===== src/rtl/fire_pkg.sv =====
// Shared types and constants for the fire-zone scanning blocks.
package fire_pkg;

   typedef enum logic [1:0] {
      ST_IDLE,
      ST_REQ,
      ST_EVAL
   } scan_state_e;

   typedef logic [15:0] temp_t;

   localparam temp_t DEFAULT_THRESHOLD = 16'd500;

   function automatic int unsigned zone_idx_w(input int unsigned n);
      return (n > 1) ? $clog2(n) : 1;
   endfunction

endpackage


===== src/rtl/scan_tick_gen.sv =====
// Free-running divider: one-cycle tick every SCAN_DIV clock cycles.
module scan_tick_gen #(
   parameter int unsigned SCAN_DIV = 5_000_000
) (
   input  logic clk,
   input  logic reset,
   output logic tick
);

   localparam int unsigned CW = (SCAN_DIV > 1) ? $clog2(SCAN_DIV) : 1;

   logic [CW-1:0] cnt_q, cnt_d;
   logic          tick_q, tick_d;

   always_comb begin
      cnt_d  = cnt_q + CW'(1);
      tick_d = 1'b0;
      if (cnt_q == CW'(SCAN_DIV - 1)) begin
         cnt_d  = '0;
         tick_d = 1'b1;
      end
   end

   always_ff @(posedge clk or posedge reset) begin
      if (reset) begin
         cnt_q  <= '0;
         tick_q <= 1'b0;
      end else begin
         cnt_q  <= cnt_d;
         tick_q <= tick_d;
      end
   end

   assign tick = tick_q;

endmodule


===== src/rtl/zone_scan_controller.sv =====
// Round-robin sample sequencer over fire zones with per-zone alarm
// confirmation and missing-ack fault detection.
module zone_scan_controller
   import fire_pkg::*;
#(
   parameter int unsigned NUM_ZONES   = 4,
   parameter int unsigned SCAN_DIV    = 5_000_000,
   parameter int unsigned ACK_TIMEOUT = 255,
   parameter temp_t       THRESHOLD   = DEFAULT_THRESHOLD,
   parameter int unsigned CONFIRM     = 3,
   parameter int unsigned FAULT_LIMIT = 3
) (
   input  logic                                clk,
   input  logic                                reset,
   output logic                                sample_req,
   output logic [zone_idx_w(NUM_ZONES)-1:0]    sample_zone,
   input  logic                                sample_ack,
   input  logic [15:0]                         sample_data,
   input  logic                                alarm_clear,
   output logic                                alarm,
   output logic [NUM_ZONES-1:0]                alarm_zones,
   output logic [NUM_ZONES-1:0]                fault_zones,
   output logic [15:0]                         display,
   output logic [zone_idx_w(NUM_ZONES)-1:0]    display_zone
);

   localparam int unsigned ZW  = zone_idx_w(NUM_ZONES);
   localparam int unsigned WW  = $clog2(ACK_TIMEOUT + 1);
   localparam int unsigned CFW = $clog2(CONFIRM + 1);
   localparam int unsigned MW  = $clog2(FAULT_LIMIT + 1);

   logic tick;

   scan_tick_gen #(
      .SCAN_DIV (SCAN_DIV)
   ) u_tick (
      .clk   (clk),
      .reset (reset),
      .tick  (tick)
   );

   scan_state_e          state_q, state_d;
   logic [ZW-1:0]        zone_q, zone_d;
   logic [WW-1:0]        wait_q, wait_d;
   logic                 pending_q, pending_d;
   logic                 hit_q, hit_d;
   temp_t                data_q, data_d;
   logic [CFW-1:0]       conf_q [NUM_ZONES];
   logic [CFW-1:0]       conf_d [NUM_ZONES];
   logic [MW-1:0]        miss_q [NUM_ZONES];
   logic [MW-1:0]        miss_d [NUM_ZONES];
   logic [NUM_ZONES-1:0] alarm_zones_q, alarm_zones_d;
   logic [NUM_ZONES-1:0] fault_zones_q, fault_zones_d;
   temp_t                display_q, display_d;
   logic [ZW-1:0]        display_zone_q, display_zone_d;
   logic                 alarm_q, alarm_d;

   always_comb begin
      state_d        = state_q;
      zone_d         = zone_q;
      wait_d         = wait_q;
      pending_d      = pending_q;
      hit_d          = hit_q;
      data_d         = data_q;
      conf_d         = conf_q;
      miss_d         = miss_q;
      alarm_zones_d  = alarm_zones_q;
      fault_zones_d  = fault_zones_q;
      display_d      = display_q;
      display_zone_d = display_zone_q;

      // Operator clear goes first so a same-cycle EVAL set overrides it.
      for (int unsigned i = 0; i < NUM_ZONES; i++) begin
         if (alarm_clear && (conf_q[i] == '0)) alarm_zones_d[i] = 1'b0;
      end

      case (state_q)
         ST_IDLE: begin
            if (tick || pending_q) begin
               state_d   = ST_REQ;
               zone_d    = '0;
               wait_d    = '0;
               pending_d = 1'b0;
            end
         end
         ST_REQ: begin
            pending_d = pending_q | tick;
            if (sample_ack) begin
               data_d  = sample_data;
               hit_d   = 1'b1;
               state_d = ST_EVAL;
            end else if (wait_q == WW'(ACK_TIMEOUT - 1)) begin
               hit_d   = 1'b0;
               state_d = ST_EVAL;
            end else begin
               wait_d = wait_q + WW'(1);
            end
         end
         ST_EVAL: begin
            pending_d = pending_q | tick;
            for (int unsigned i = 0; i < NUM_ZONES; i++) begin
               if (zone_q == ZW'(i)) begin
                  if (hit_q) begin
                     miss_d[i]        = '0;
                     fault_zones_d[i] = 1'b0;
                     display_d        = data_q;
                     display_zone_d   = zone_q;
                     if (data_q >= THRESHOLD) begin
                        if (conf_q[i] != CFW'(CONFIRM)) conf_d[i] = conf_q[i] + CFW'(1);
                        if (conf_d[i] == CFW'(CONFIRM)) alarm_zones_d[i] = 1'b1;
                     end else begin
                        conf_d[i] = '0;
                     end
                  end else begin
                     if (miss_q[i] != MW'(FAULT_LIMIT)) miss_d[i] = miss_q[i] + MW'(1);
                     if (miss_d[i] == MW'(FAULT_LIMIT)) fault_zones_d[i] = 1'b1;
                  end
               end
            end
            if (zone_q < ZW'(NUM_ZONES - 1)) begin
               zone_d  = zone_q + ZW'(1);
               wait_d  = '0;
               state_d = ST_REQ;
            end else begin
               state_d = ST_IDLE;
            end
         end
         default: state_d = ST_IDLE;
      endcase

      alarm_d = |alarm_zones_d;
   end

   always_ff @(posedge clk or posedge reset) begin
      if (reset) begin
         state_q        <= ST_IDLE;
         zone_q         <= '0;
         wait_q         <= '0;
         pending_q      <= 1'b0;
         hit_q          <= 1'b0;
         data_q         <= '0;
         conf_q         <= '{default: '0};
         miss_q         <= '{default: '0};
         alarm_zones_q  <= '0;
         fault_zones_q  <= '0;
         display_q      <= '0;
         display_zone_q <= '0;
         alarm_q        <= 1'b0;
      end else begin
         state_q        <= state_d;
         zone_q         <= zone_d;
         wait_q         <= wait_d;
         pending_q      <= pending_d;
         hit_q          <= hit_d;
         data_q         <= data_d;
         conf_q         <= conf_d;
         miss_q         <= miss_d;
         alarm_zones_q  <= alarm_zones_d;
         fault_zones_q  <= fault_zones_d;
         display_q      <= display_d;
         display_zone_q <= display_zone_d;
         alarm_q        <= alarm_d;
      end
   end

   assign sample_req   = (state_q == ST_REQ);
   assign sample_zone  = zone_q;
   assign alarm        = alarm_q;
   assign alarm_zones  = alarm_zones_q;
   assign fault_zones  = fault_zones_q;
   assign display      = display_q;
   assign display_zone = display_zone_q;

endmodule


===== config.mk =====
export PLATFORM = sky130hd
export DESIGN_NAME = zone_scan_controller
export DESIGN_NICKNAME = d
export VERILOG_FILES = /design/src/rtl/fire_pkg.sv /design/src/rtl/scan_tick_gen.sv /design/src/rtl/zone_scan_controller.sv
export SDC_FILE = /design/constraint.sdc
export NUM_CORES = 1
export LEC_CHECK = 0
export BUFFER_PORTS_ARGS = -buffer_cell sky130_fd_sc_hd__clkbuf_2
export CAP_MARGIN = 15
export CORE_ASPECT_RATIO = 1.2
export CORE_MARGIN = 3
export CORE_UTILIZATION = 55
export CTS_CLUSTER_SIZE = 40
export DETAILED_ROUTE_END_ITERATION = 10
export PLACE_DENSITY = 0.81
export SLEW_MARGIN = 20
export SYNTH_ARGS = -nofsm -noshare
export SYNTH_HDL_FRONTEND = slang
export SYNTH_HIERARCHICAL = 1
export SYNTH_SLANG_ARGS = --single-unit

===== constraint.sdc =====
create_clock -name clk -period 2.7 [get_ports clk]
set_input_delay 0 -clock clk [delete_from_list [all_inputs] [get_ports clk]]
set_output_delay 0 -clock clk [all_outputs]
set_load 0.01 [all_outputs]

[After elaboration in Yosys (flattened, before gate mapping)]
Cells that the tools add are included.
Cells by class
  $add $sub $neg: 11
  magnitude comparators: 2
  equal/unequal tests: 28
  multiplexer cells: 108
  bitwise logic cells: 1
  reduce and logical (&&, ||, !) cells: 39
Operators with widths (number)
  2-to-1 mux 16 bit: 8
  2-to-1 mux 2 bit: 57
  2-to-1 mux 1 bit: 33
  2-to-1 mux 8 bit: 4
  AND reduction 3 bit: 9
  != test 2 bit (second input constant): 12
  case mux 8 bit (3 select lines): 1
  adder 23 x 1 -> 23 bit (second input constant): 1
  == test 23 bit (second input constant): 1
  2-to-1 mux 23 bit: 1
  == test 2 bit (second input constant): 11
  adder 2 x 1 -> 2 bit (second input constant): 9
  >= comparator 16 x 9 -> 1 bit (second input constant): 1
  AND reduction 2 bit: 8
  nonzero test 2 bit: 7
  zero test 2 bit: 6
  adder 8 x 1 -> 8 bit (second input constant): 1
  == test 8 bit (second input constant): 1
  case mux 2 bit (3 select lines): 1
  AND reduction 5 bit: 1
  == test 2 x 1 -> 1 bit (second input constant): 2
  logical AND 1 bit: 4
  2-to-1 mux 4 bit: 1
  case mux 2 bit (2 select lines): 1
  other kinds (8): 8
Word-level totals
  bits in registers: 97
  output and inout port bits: 30
  logic and storage cells: 213

[Depth between registers and ports, before layout]
Gate-level depths: netlist of the first run.
  depth in word-level cells: 13
  mapped depth: 7
  mapped depth without buffers: 6

[Modules after synthesis]
Netlist of the first run, hierarchy kept.
Modules (own cells, without submodules)
  zone_scan_controller: times used 1, cells an instance 287, area an instance 3284.4 µm²
  scan_tick_gen: times used 1, cells an instance 109, area an instance 1133.6 µm²

[Least setup slack after synthesis of the first run]
OpenSTA, ideal clock, no wires.
  path kind: register -> register
  from: reg state_q[0]
  to: reg display_q[10], in the netlist display[10]
  data arrival time: 1.761 ns
  path slack: 0.814 ns
  stages on the path, launching flop included: 7
  path buffers: 1
  cells stage by stage: dfrtp_1 > inv_1 > ha_1 > nand2_1 > nor2_1 > buf_4 > mux2_2
Between the ends
  longest elaborated chain between the ends: 1
RTL lines
  start, declared: RTL line zone_scan_controller.sv:42  | scan_state_e state_q, state_d;
  start signal, assigned: RTL line zone_scan_controller.sv:150  | state_q <= state_d;
  == test 2 bit: RTL line zone_scan_controller.sv:77  | case (state_q)
  end signal, assigned: RTL line zone_scan_controller.sv:160  | display_q <= display_d;
  end, declared: RTL line zone_scan_controller.sv:54  | temp_t display_q, display_d;
Every way passes these cells.
A chain may end at the register's enable or synchronous reset.

[Worst setup path after layout of the first run]
  from: reg zone_q[1], in the netlist sample_zone[1]
  to: reg wait_q[6]
Between the ends
  longest elaborated chain between the ends: 3
RTL lines
  start, declared: RTL line zone_scan_controller.sv:43  | logic [ZW-1:0] zone_q, zone_d;
  start signal, assigned: RTL line zone_scan_controller.sv:151  | zone_q <= zone_d;
  < comparator 2 bit: RTL line zone_scan_controller.sv:120  | if (zone_q < ZW'(NUM_ZONES - 1)) begin
  != test 2 bit (no source line)
  AND reduction 5 bit (no source line)
  end signal, assigned: RTL line zone_scan_controller.sv:152  | wait_q <= wait_d;
  end, declared: RTL line zone_scan_controller.sv:44  | logic [WW-1:0] wait_q, wait_d;
Every way passes these cells.

==> key figures, run 1 <==
Hold path
  • Worst Hold Class: input port to flip-flop
  • WHS Path Cells: 4
  • Worst-case hold path end point: hit_q
  • Worst hold start: sample_ack

Routing
  • WL final: ~9000 um
  • Post-route ant nets: 0
  • Initial DRC Count: 162
  • Via Count: around 3300
  • Vias per cell: between 5 and 6
  • Drt first pass iters: 4
  • Residual DRC: 0
  • Drt wl/cell: 16.12 um

Worst setup path
  • Worst Reg-to-Reg Cells: 5
  • Worst r2r src: sample_zone[1]
  • Slowest stage cell, crit path: dfrtp_1
  • Critical path arrival: roughly 2400 ps
  • Worst Setup Start Kind: flip-flop
  • CP peak stage delay: 470 ps
  • WP buf/inv: 0
  • R2r endpoint: wait_q[6]
  • Crit. End Element: flip-flop
  • Flop2flop setup slack: 550 ps
  • CP max FO: 11
  • Sequence of cells on the critical path: ha_1, a21o_1, a2111o_1, or3_1, a21oi_1
  • CP Class: flip-flop to flip-flop
  • CP top delay family: compound AO/OA/AOI/OAI gates
  • Required time worst endpoint: ~3000 ps

Synth
  • Syn Inst Count: 396
  • FF+latch count, synth: 97
  • Largest family of logic cells by synthesized area: simple AND/OR/NAND/NOR gates
  • Post-synthesis adder-cell area fraction: between 3 and 4%
  • Synth warn: 6
  • Compound-Gate Fraction of Synth Area: 10.82%
  • Ys flop type: dfrtp_1
  • Number of synthesized flops with an enable pin: 0
  • Mean Syn Cell Area: about 11 sq um
  • Multiplexer area fraction after synthesis: 9.148%
  • Count of unique library cells instantiated by Yosys: 46
  • Mapped cell area: 4418 sq um
  • Synthesized Nets: 427
  • XOR/XNOR Fraction of Synth Area: 3.370%
  • Seq/Total Area, Yosys: 54.94%
  • Ys async rst share: 100.0%
  • Synth Area in Simple Gates: 16.09%

Global routing
  • Vias in the first global route: 3345
  • Grt ovf: 0
  • Number of antenna violations at the first check in global routing: 0
  • First-pass GRT wire length: 15480 um
  • Total GRT Usage: 20.95%
  • Largest net degree at the start of global routing: 48

Finish
  • Fraction of layout cells with a size suffix above 1: 23.73%
  • Most common cell after layout, fill and taps aside: dfrtp_1
  • Synth-to-layout area growth: 16.31%
  • Layout Nets: 498
  • ANT cells: 0
  • Commonest non-fill, non-tap cells in the layout: dfrtp_1 (97), clkbuf_2 (49), nand2_1 (37)

Run
  • Max-cap violations: 0

Timing
  • Crit share post-route: 79.65%
  • Period minus WS final: 2150 ps
  • Setup violators final: 0
  • Post-Route Setup TNS: 0 ps
  • Final Max Tran Viols: 0
  • Final Hold Vio Count: 0
  • Slew headroom: between 40% and 50%
  • Clk_skew: 14.20 ps
  • FMAX: 0.4650 GHz
  • RSZ-0062 raised after global routing: no
  • Slew @ Worst Pin: 898.2 ps

Clock tree
  • Cts hold-fix bufs: 18
  • Total CTS buffers: 9
  • CTS root buffer: clkbuf_8
  • Clock tree buffer depth: 2
  • Clock transition at path regs: 100 ps
  • CTS tree: yes
  • Clock Sinks: 97
  • Maximum level of the CTS H-tree: 3
  • Post_cts resized: 0
  • Setup bufs post-CTS: 0
  • Clock Latency Late Sink: 370 ps

Floorplanning
  • Starting Density: between 50% and 60%
  • Core ar.: 7751 sq um
  • Die area: between 9000 and 10000 sq um
  • Core Rows: 35
  • Die Width: 87.82 um
  • Die Ht: 104.2 um
  • # IOs: 50

Power
  • Leak: about 2.5 nW
  • Combinational power share: 2.9%
  • Sw frac: 24.40%
  • Total power: 2.443 mW
  • Worst vdd ir: 0.2792 mV
  • Power Dens Cells: 475.4 nW/um^2
  • Sequential Power Share: 59.4%
  • Clock network power share: a little under two fifths
  • Switching pwr: 0.5962 mW
  • Pint: 1.847 mW

Place
  • Buffers added on ports: 49
  • Detailed placer's ending HPWL: 6296 um
  • Placer Congestion: 0.8034

Outcome
  • Status: completed
==> logic make-up after synthesis <==
kind of cell | Yosys count
flops | 97
xor+xnor | 17
fa+ha+maj | 11
buf+inv | 24
simple gates | 137
compound gates | 74
mux | 36
==> worst max-delay path by stage <==
stage / to / from / slack (ps) / depth (start not counted)
floorplan: display[10] / state_q[0] / 810 / 6
global route: wait_q[3] / state_q[1] / 480 / 6
detailed placement: wait_q[6] / sample_zone[1] / 610 / 5
CTS: wait_q[6] / sample_zone[1] / 560 / 5
global placement: wait_q[6] / sample_zone[1] / 700 / 5
finish: wait_q[6] / sample_zone[1] / 550 / 5
==> cell type report <==
cell class                      count  area (sq um)
Inverter                           12         45.04
Sequential cell                    97          2427
Clock inverter                      7         72.57
Timing Repair Buffer               72         475.5
Multi-Input combinational cell    275          1879
Tap cell                           92         115.1
Fill cell                         601          2613
Clock buffer                        9         123.9
==> registers in the layout, summed over array words and instances, names as in the netlist, 2 cells and up, named ones only <==
signal        count
miss_q            8
alarm_zones       4
conf_q            8
u_tick/cnt_q     23
wait_q            8
sample_zone       2
data_q           16
fault_zones       4
state_q           2
display          14
==> worst register-to-register path, delay by kind of cell, from the launching register on <==
kind | cells | cell delay, ps
flops | 1 | 470
compound gates | 3 | 880
fa+ha+maj | 1 | 360
simple gates | 1 | 370
==> power by group through the flow <==
stage | Clock (mW) | Combinational [mW] | Sequential, mW
global route | 1.00 | 0.0806 | 1.45
detailed placement | 0 | 0.0527 | 1.48
finish | 0.920 | 0.0713 | 1.45
CTS | 0.936 | 0.0732 | 1.45
global placement | 0 | 0.0510 | 1.48
floorplan | 0 | 0.0247 | 1.48
==> cells in the mapped netlist (2+ instances only) <==
library cell,n,area (sq um)
nor4b_1,2,17.52
nor2b_1,10,62.56
xnor2_1,12,105.1
inv_1,12,45.04
or4_1,5,37.54
nor4_1,6,37.54
and3_1,5,31.28
o21ai_0,16,80.08
nand3_1,20,100.1
a22o_1,2,17.52
o22a_1,2,17.52
nand2_1,37,138.9
dfrtp_1,97,2427
clkbuf_1,6,22.52
nor2_1,26,97.59
nor3_1,5,25.02
nand4_1,8,50.05
xor2_1,5,43.79
and4_1,2,17.52
o31ai_1,17,127.6
or4_4,2,22.52
a31oi_1,8,50.05
mux2_2,35,394.1
ha_1,11,137.6
or3_1,5,31.28
a21oi_1,18,90.09
buf_4,3,22.52
==> routing by layer <==
metal | vias up | share of wire, % | GRT usage (%)
li1 | 1574 | - | -
met1 | 1613 | 44 | 25.66
met2 | 75 | 51 | 36.48
met3 | 16 | 3.6 | 4.120
met4 | 0 | 1.6 | 6.579
met5 | - | 0 | 0
==> through the flow <==
stage / instances / util, % / setup WS, ps / hold slack (ps) / area (sq um)
floorplan: 396 / - / 814.3 / 14.62 / 4418
global placement: 530 / 61.44 / 702.5 / 107.3 / 4762
detailed placement: 530 / 61.44 / 606.4 / 110.9 / 4762
CTS: 564 / 66.30 / 557.4 / 160.1 / 5139
global route: 564 / 66.30 / 478.7 / 195.4 / 5139
finish: 564 / 66.30 / 549.5 / 165.6 / 5139
Power figures use the tool's default switching activity.
==> run 2: changes to the inputs <==
--- a/config.mk
+++ b/config.mk
@@ -5,11 +5,12 @@
 export SDC_FILE = /design/constraint.sdc
 export NUM_CORES = 1
 export LEC_CHECK = 0
+export ABC_AREA = 1
 export BUFFER_PORTS_ARGS = -buffer_cell sky130_fd_sc_hd__clkbuf_2
 export CAP_MARGIN = 15
 export CORE_ASPECT_RATIO = 1.2
 export CORE_MARGIN = 3
-export CORE_UTILIZATION = 55
+export CORE_UTILIZATION = 53
 export CTS_CLUSTER_SIZE = 40
 export DETAILED_ROUTE_END_ITERATION = 10
 export PLACE_DENSITY = 0.81
==> constraint.sdc (replaced) <==
create_clock -name clk -period 1.95 [get_ports clk]
set_input_delay 0 -clock clk [delete_from_list [all_inputs] [get_ports clk]]
set_output_delay 0 -clock clk [all_outputs]
set_load 0.01 [all_outputs]
==> run 2 against run 1 <==
  * Cell area increased by 11%
  * Highest routed layer unchanged
  * Fmax increased by 23%
  * Critical path depth increased by 2
  * Global-route usage increased by 0.17 points
  * Area after synthesis increased by 12%
  * Routed wire length increased by 14%
  * Sequential cell count unchanged
  * Count of clock-buffer cells in the layout increased by 2
  * Sequential power increased by 39%
  * Register-to-register slack got worse by 350 ps
==> key figures, run 2 <==
Outcome
  • Status: completed

Power
  • Leak: between 3 and 4 nW
  • Worst vdd ir: 0.4063 mV
  • Sw frac: 21.70%
  • Total power: 3.416 mW
  • Power Dens Cells: ~600 nW/um^2
  • Clock network power share: 38.4%
  • Sequential Power Share: ~60%
  • Combinational power share: 2.8%
  • Pint: roughly 2.7 mW
  • Switching pwr: 0.7411 mW

Synth
  • Number of synthesized flops with an enable pin: 0
  • Mean Syn Cell Area: 8.265 sq um
  • Mapped cell area: 4951 sq um
  • Most frequent cell after synthesis: nand2_1
  • Ys flop type: dfrtp_1
  • Synth area leaders: dfrtp_1 (49%), nand2_1 (10%), inv_1 (6.4%)
  • Syn Inst Count: between 500 and 600
  • Synth top cells by count: nand2_1 (136), dfrtp_1 (97), inv_1 (85), nor2_1 (83), nand3_1 (36)
  • Count of unique library cells instantiated by Yosys: 33
  • FF+latch count, synth: 97
  • Post-synth top area share: 49.03%
  • Synth warn: 6
  • Ys async rst share: 100.0%
  • Synthesized Nets: 630
  • Seq/Total Area, Yosys: about 49%
  • Post-synth top area cell: dfrtp_1

Global routing
  • Number of antenna violations at the first check in global routing: 0
  • Vias in the first global route: between 4000 and 5000
  • Grt ovf: 0
  • Total GRT Usage: a little over a fifth
  • First-pass GRT wire length: 17870 um
  • Largest net degree at the start of global routing: 32

Finish
  • Layout Nets: 704
  • Number of flip-flops in the largest register: 23
  • Register area: 2427 sq um
  • FILL cells: 761
  • Synth-to-layout area growth: 15.06%
  • Non-Filler Instances: 797
  • Fin area: between 5000 and 6000 sq um
  • Commonest non-fill, non-tap cells in the layout: nand2_1 (136), dfrtp_1 (97), inv_1 (84)
  • Final core occ: 62.73%
  • ANT cells: 0
  • Reg with most FFs: u_tick/cnt_q
  • Fraction of layout cells with a size suffix above 1: 18.61%
  • Most common cell after layout, fill and taps aside: nand2_1
  • Multi-input gate area: 2111 sq um

Timing
  • Clk_skew: 11.13 ps
  • Setup violators final: 0
  • Post-Route Setup TNS: 0 ps
  • Fin worst setup slack: ~200 ps
  • Slew @ Worst Pin: 398.7 ps
  • FMAX: 0.5710 GHz
  • Final Hold Vio Count: 0
  • Period minus WS final: approximately 1800 ps
  • RSZ-0062 raised after global routing: no
  • Final Max Tran Viols: 0
  • Slew headroom: roughly three quarters
  • Hold WS: 45.74 ps
  • Crit share post-route: 89.81%

Worst setup path
  • Slowest stage cell, crit path: dfrtp_1
  • R2r endpoint: data_q[9]
  • CP most frequent cell: buf_4
  • CP top delay family: buffers and inverters
  • Crit path from: state_q[1]
  • Crit. End Element: flip-flop
  • Critical path arrival: 2000 ps
  • Worst r2r src: state_q[1]
  • Flop2flop setup slack: between 150 and 200 ps
  • Stages on worst setup path: 7
  • Worst Setup Start Kind: flip-flop
  • Sequence of cells on the critical path: inv_1, ha_1, nand2_1, buf_4, buf_4, nor2_1, a21oi_1
  • CP Class: flip-flop to flip-flop
  • Required time worst endpoint: 2200 ps
  • CP max FO: 23
  • WP buf/inv: 3
  • CP peak stage delay: 420 ps
  • Worst Reg-to-Reg Cells: 7

Floorplanning
  • # IOs: 50
  • Core Rows: 38
  • Die area: 10540 sq um
  • Core ar.: 9081 sq um
  • Die Width: 94.23 um
  • Starting Density: 54.52%
  • Die Ht: 111.9 um

Routing
  • Met3 routed WL: between 300 and 400 um
  • Post-route ant nets: 0
  • Residual DRC: 0
  • Initial DRC Count: 179
  • Highest Signal Layer: met4
  • Drt wl/cell: around 13 um
  • Vias per cell: 5.046
  • Drt first pass iters: 4
  • WL final: a little over 10000 um
  • Wl on met1: 4164 um
  • Via Count: between 4000 and 5000
  • Met2 WL: 5583 um

Place
  • Buffers added on ports: 49
  • Placer Congestion: 0.8858
  • Detailed placer's ending HPWL: 7788 um
  • DP Area: 5314 sq um
  • Place WS: 194.9 ps
  • Placed insts: 764

Clock tree
  • Clock Latency Late Sink: 370 ps
  • Clock transition at path regs: 90 ps
  • Maximum level of the CTS H-tree: 3
  • CTS tree: yes
  • CTS root buffer: clkbuf_8
  • Total CTS buffers: 9
  • Clock Sinks: 97
  • Clock tree buffer depth: 2

Hold path
  • Worst-case hold path end point: wait_q[0]
  • Worst Hold Class: input port to flip-flop
  • WHS Path Cells: 6
  • Worst hold start: sample_ack

Run
  • Max-cap violations: 0
-- run 2: cell types whose count changed after synthesis, sizes merged, moves of 16 or more --
cell   change
nand2    +113
inv       +75
nor2      +75
mux2      -33
o21ai     +31
nand3     +18
o31ai     -16
-- run 2: routing by layer --
metal | vias to the layer above | GRT usage, %
met5 | - | 0
met4 | 0 | 9.634
met3 | 19 | 2.703
met2 | 80 | 38.78
met1 | 1900 | 23.89
li1 | 2023 | -
-- run 2: kinds of logic after synthesis --
| kind of cell | Yosys count | synth area share [%] |
|---|---|---|
| muxes | 2 | 0.4549 |
| xor gates and xnor gates | 12 | 2.123 |
| buffers and inverters | 98 | 8.491 |
| and+or+nand+nor | 305 | 28.33 |
| adders and majority gates | 11 | 2.780 |
| DFF | 97 | 49.03 |
| AOI/OAI and AO/OA | 74 | 8.795 |
-- run 2: power by group through the flow --
stage	logic (mW)	clock network (mW)	registers, mW
after floorplan	0.0308	0	2.05
after global placement	0.0669	0	2.05
after detailed placement	0.0692	0	2.05
after CTS	0.0977	1.34	2.01
after global routing	0.108	1.41	2.01
final	0.0955	1.31	2.01
-- run 2: cell type report --
| type | instances | share of cell area, % |
|---|---|---|
| Timing Repair Buffer | 73 | 8.258 |
| Clock inverter | 4 | 0.9444 |
| Clock buffer | 11 | 2.482 |
| Sequential cell | 97 | 42.61 |
| Inverter | 88 | 6.018 |
| Tap cell | 120 | 2.636 |
| Multi-Input combinational cell | 404 | 37.05 |
-- run 2: worst min-delay path, cell delays in order --
cell and delay (ps):
clkbuf_2 100, inv_1 40, nand3_1 90, inv_1 40, nand3_1 60, nand2_1 50
-- run 2: how the worst max path moves through the flow --
stage | endpoint | slack, ps
after floorplan | asynchronous set/reset pin | 100
after global placement | wait_q[5] | 280
after detailed placement | wait_q[3] | 190
after CTS | wait_q[4] | 170
after global routing | display[2] | 70
final | data_q[9] | 200
-- run 2: repair_timing --
item	CTS	global route
setup endpoints to repair	0	1
gates resized for setup	0	1
setup buffers	0	0
endpoints found under the hold margin	53	0
hold buffers	18	0
==> run 3: changes to the inputs <==
--- a/config.mk
+++ b/config.mk
@@ -14,6 +14,7 @@
 export CTS_CLUSTER_SIZE = 40
 export DETAILED_ROUTE_END_ITERATION = 10
 export PLACE_DENSITY = 0.81
+export SETUP_SLACK_MARGIN = 0.3
 export SLEW_MARGIN = 20
 export SYNTH_ARGS = -nofsm -noshare
 export SYNTH_HDL_FRONTEND = slang
==> run 3 against run 2 <==
  * Clock skew grew 0.87 ps
  * Clock power grew 15%
  * Critical path type unchanged
  * Sequential cell count is the same
  * Final cell count is the same
  * Count of clock-buffer cells in the layout is the same
  * Sequential power is essentially flat
  * Worst setup slack gained 180 ps
==> key figures, run 3 (same netlist as run 2, synthesis figures left out) <==
Outcome
  • Status: completed

Worst setup path
  • Worst Setup Start Kind: flip-flop
  • CP Class: flip-flop to flip-flop
  • CP endpoint: alarm
  • Worst r2r src: state_q[0]
  • R2r endpoint: alarm
  • Required time worst endpoint: ~2300 ps
  • Crit. End Element: flip-flop
  • Worst Reg-to-Reg Cells: 10
  • CP max FO: 7
  • Flop2flop setup slack: 380 ps
  • Crit path from: state_q[0]
  • Critical path arrival: around 1900 ps

Power
  • Worst vdd ir: 0.3251 mV
  • Leak: about 3.0 nW
  • Total power: between 3 and 4 mW
  • Power Dens Cells: 623.3 nW/um^2

Floorplanning
  • Starting Density: 54.52%
  • Core Rows: 38
  • # IOs: 50
  • Die area: 10540 sq um
  • Die Width: 94.23 um
  • Core ar.: 9081 sq um
  • Die Ht: 111.9 um

Finish
  • Most common cell after layout, fill and taps aside: nand2_1
  • Reg with most FFs: u_tick/cnt_q
  • Final core occ: 63.74%
  • ANT cells: 0
  • Fraction of layout cells with a size suffix above 1: 19.94%
  • Synth-to-layout area growth: 16.91%
  • Layout Nets: 703
  • Commonest non-fill, non-tap cells in the layout: nand2_1 (135), dfrtp_1 (96), inv_1 (83)
  • Number of flip-flops in the largest register: 23

Routing
  • Vias per cell: 4.994
  • Via Count: 3980
  • WL final: just over 10000 um
  • Post-route ant nets: 0
  • Drt first pass iters: 6
  • Residual DRC: 0
  • Drt wl/cell: ~13 um
  • Initial DRC Count: between 200 and 300

Global routing
  • First-pass GRT wire length: about 17000 um
  • Grt ovf: 0
  • Largest net degree at the start of global routing: 45
  • Number of antenna violations at the first check in global routing: 0
  • Total GRT Usage: 20.25%
  • Vias in the first global route: 3926

Clock tree
  • Clock Sinks: 97
  • CTS root buffer: clkbuf_8
  • Clock Latency Late Sink: around 360 ps
  • Clock tree buffer depth: 2
  • CTS tree: yes
  • Setup bufs post-CTS: 0
  • Clock transition at path regs: 90 ps
  • Total CTS buffers: 9
  • Maximum level of the CTS H-tree: 3

Timing
  • Period minus WS final: 1573 ps
  • Final Hold Vio Count: 0
  • FMAX: 0.6358 GHz
  • Post-Route Setup TNS: 0 ps
  • Slew @ Worst Pin: 653.5 ps
  • Slew headroom: a little under three fifths
  • Clk_skew: 12.00 ps
  • Final Max Tran Viols: 0
  • Crit share post-route: about four fifths
  • Setup violators final: 0
  • RSZ-0062 raised after global routing: yes

Place
  • Placer Congestion: around 0.90
  • Detailed placer's ending HPWL: roughly 7500 um
  • Buffers added on ports: between 40 and 50

Hold path
  • Worst Hold Class: input port to flip-flop

Run
  • Max-cap violations: 0
run 3: critical path, cell delays in order, from the launching register on:
cell and delay [ps]:
dfrtp_2 450, inv_1 90, ha_2 240, nand2_4 100, inv_6 80, nand2_1 140
nor2_2 150, nand2_1 60, nand2_1 90, nor2_1 50, nand2_1 50
run 3: layer usage:
layer	vias to the layer above	part of all wire [%]	track usage, %
met5	-	0	0
li1	2020	-	-
met4	0	1.4	5.877
met2	92	52	35.65
met1	1858	42	24.96
met3	10	4.4	4.054
run 3: area by class of cell:
cell class	instances	area (sq um)
multi-input combinational	405	2148
inverter	88	351.6
timing repair buffer	71	473.0
fill	760	3293
sequential	97	2429
clock inverter	5	85.08
clock buffer	11	151.4
tap	120	150.1
run 3: worst min-delay path by stage:
| stage | endpoint | startpoint | cells after the start | slack (ps) |
|---|---|---|---|---|
| final | alarm_zones[2] | alarm_clear | 4 | 20 |
| after CTS | alarm_zones[3] | alarm_clear | 4 | 5 |
| after floorplan | u_tick/cnt_q[0] | reset | 1 | 10 |
| after global placement | u_tick/cnt_q[22] | reset | 2 | 50 |
| after detailed placement | u_tick/cnt_q[22] | reset | 2 | 60 |
| after global routing | alarm_zones[1] | alarm_clear | 4 | 50 |
run 3: through the flow:
step	worst slack [ps]	area, sq um	hold WS, ps	instances
3_5_place_dp	244.2	5323	64.33	763
3_3_place_gp	320.0	5323	54.62	763
4_1_cts	305.7	5739	5.027	796
5_1_grt	249.3	5788	47.45	797
6_report	377.2	5788	21.73	797
2_1_floorplan	474.0	4955	14.62	599
run 3: report_power, final:
group / internal [mW] / switching (mW)
registers: 2.01 / 0.000000000000000256
clock network: 0.804 / 0.698
logic: 0.0418 / 0.0547
run 3: timing repair:
action,in CTS,in global routing
hold endpoints to repair,55,0
gates resized for setup,3,11
gates cloned,0,1
pin swaps,0,1
hold buffers,17,0
endpoints found under the setup margin,8,35
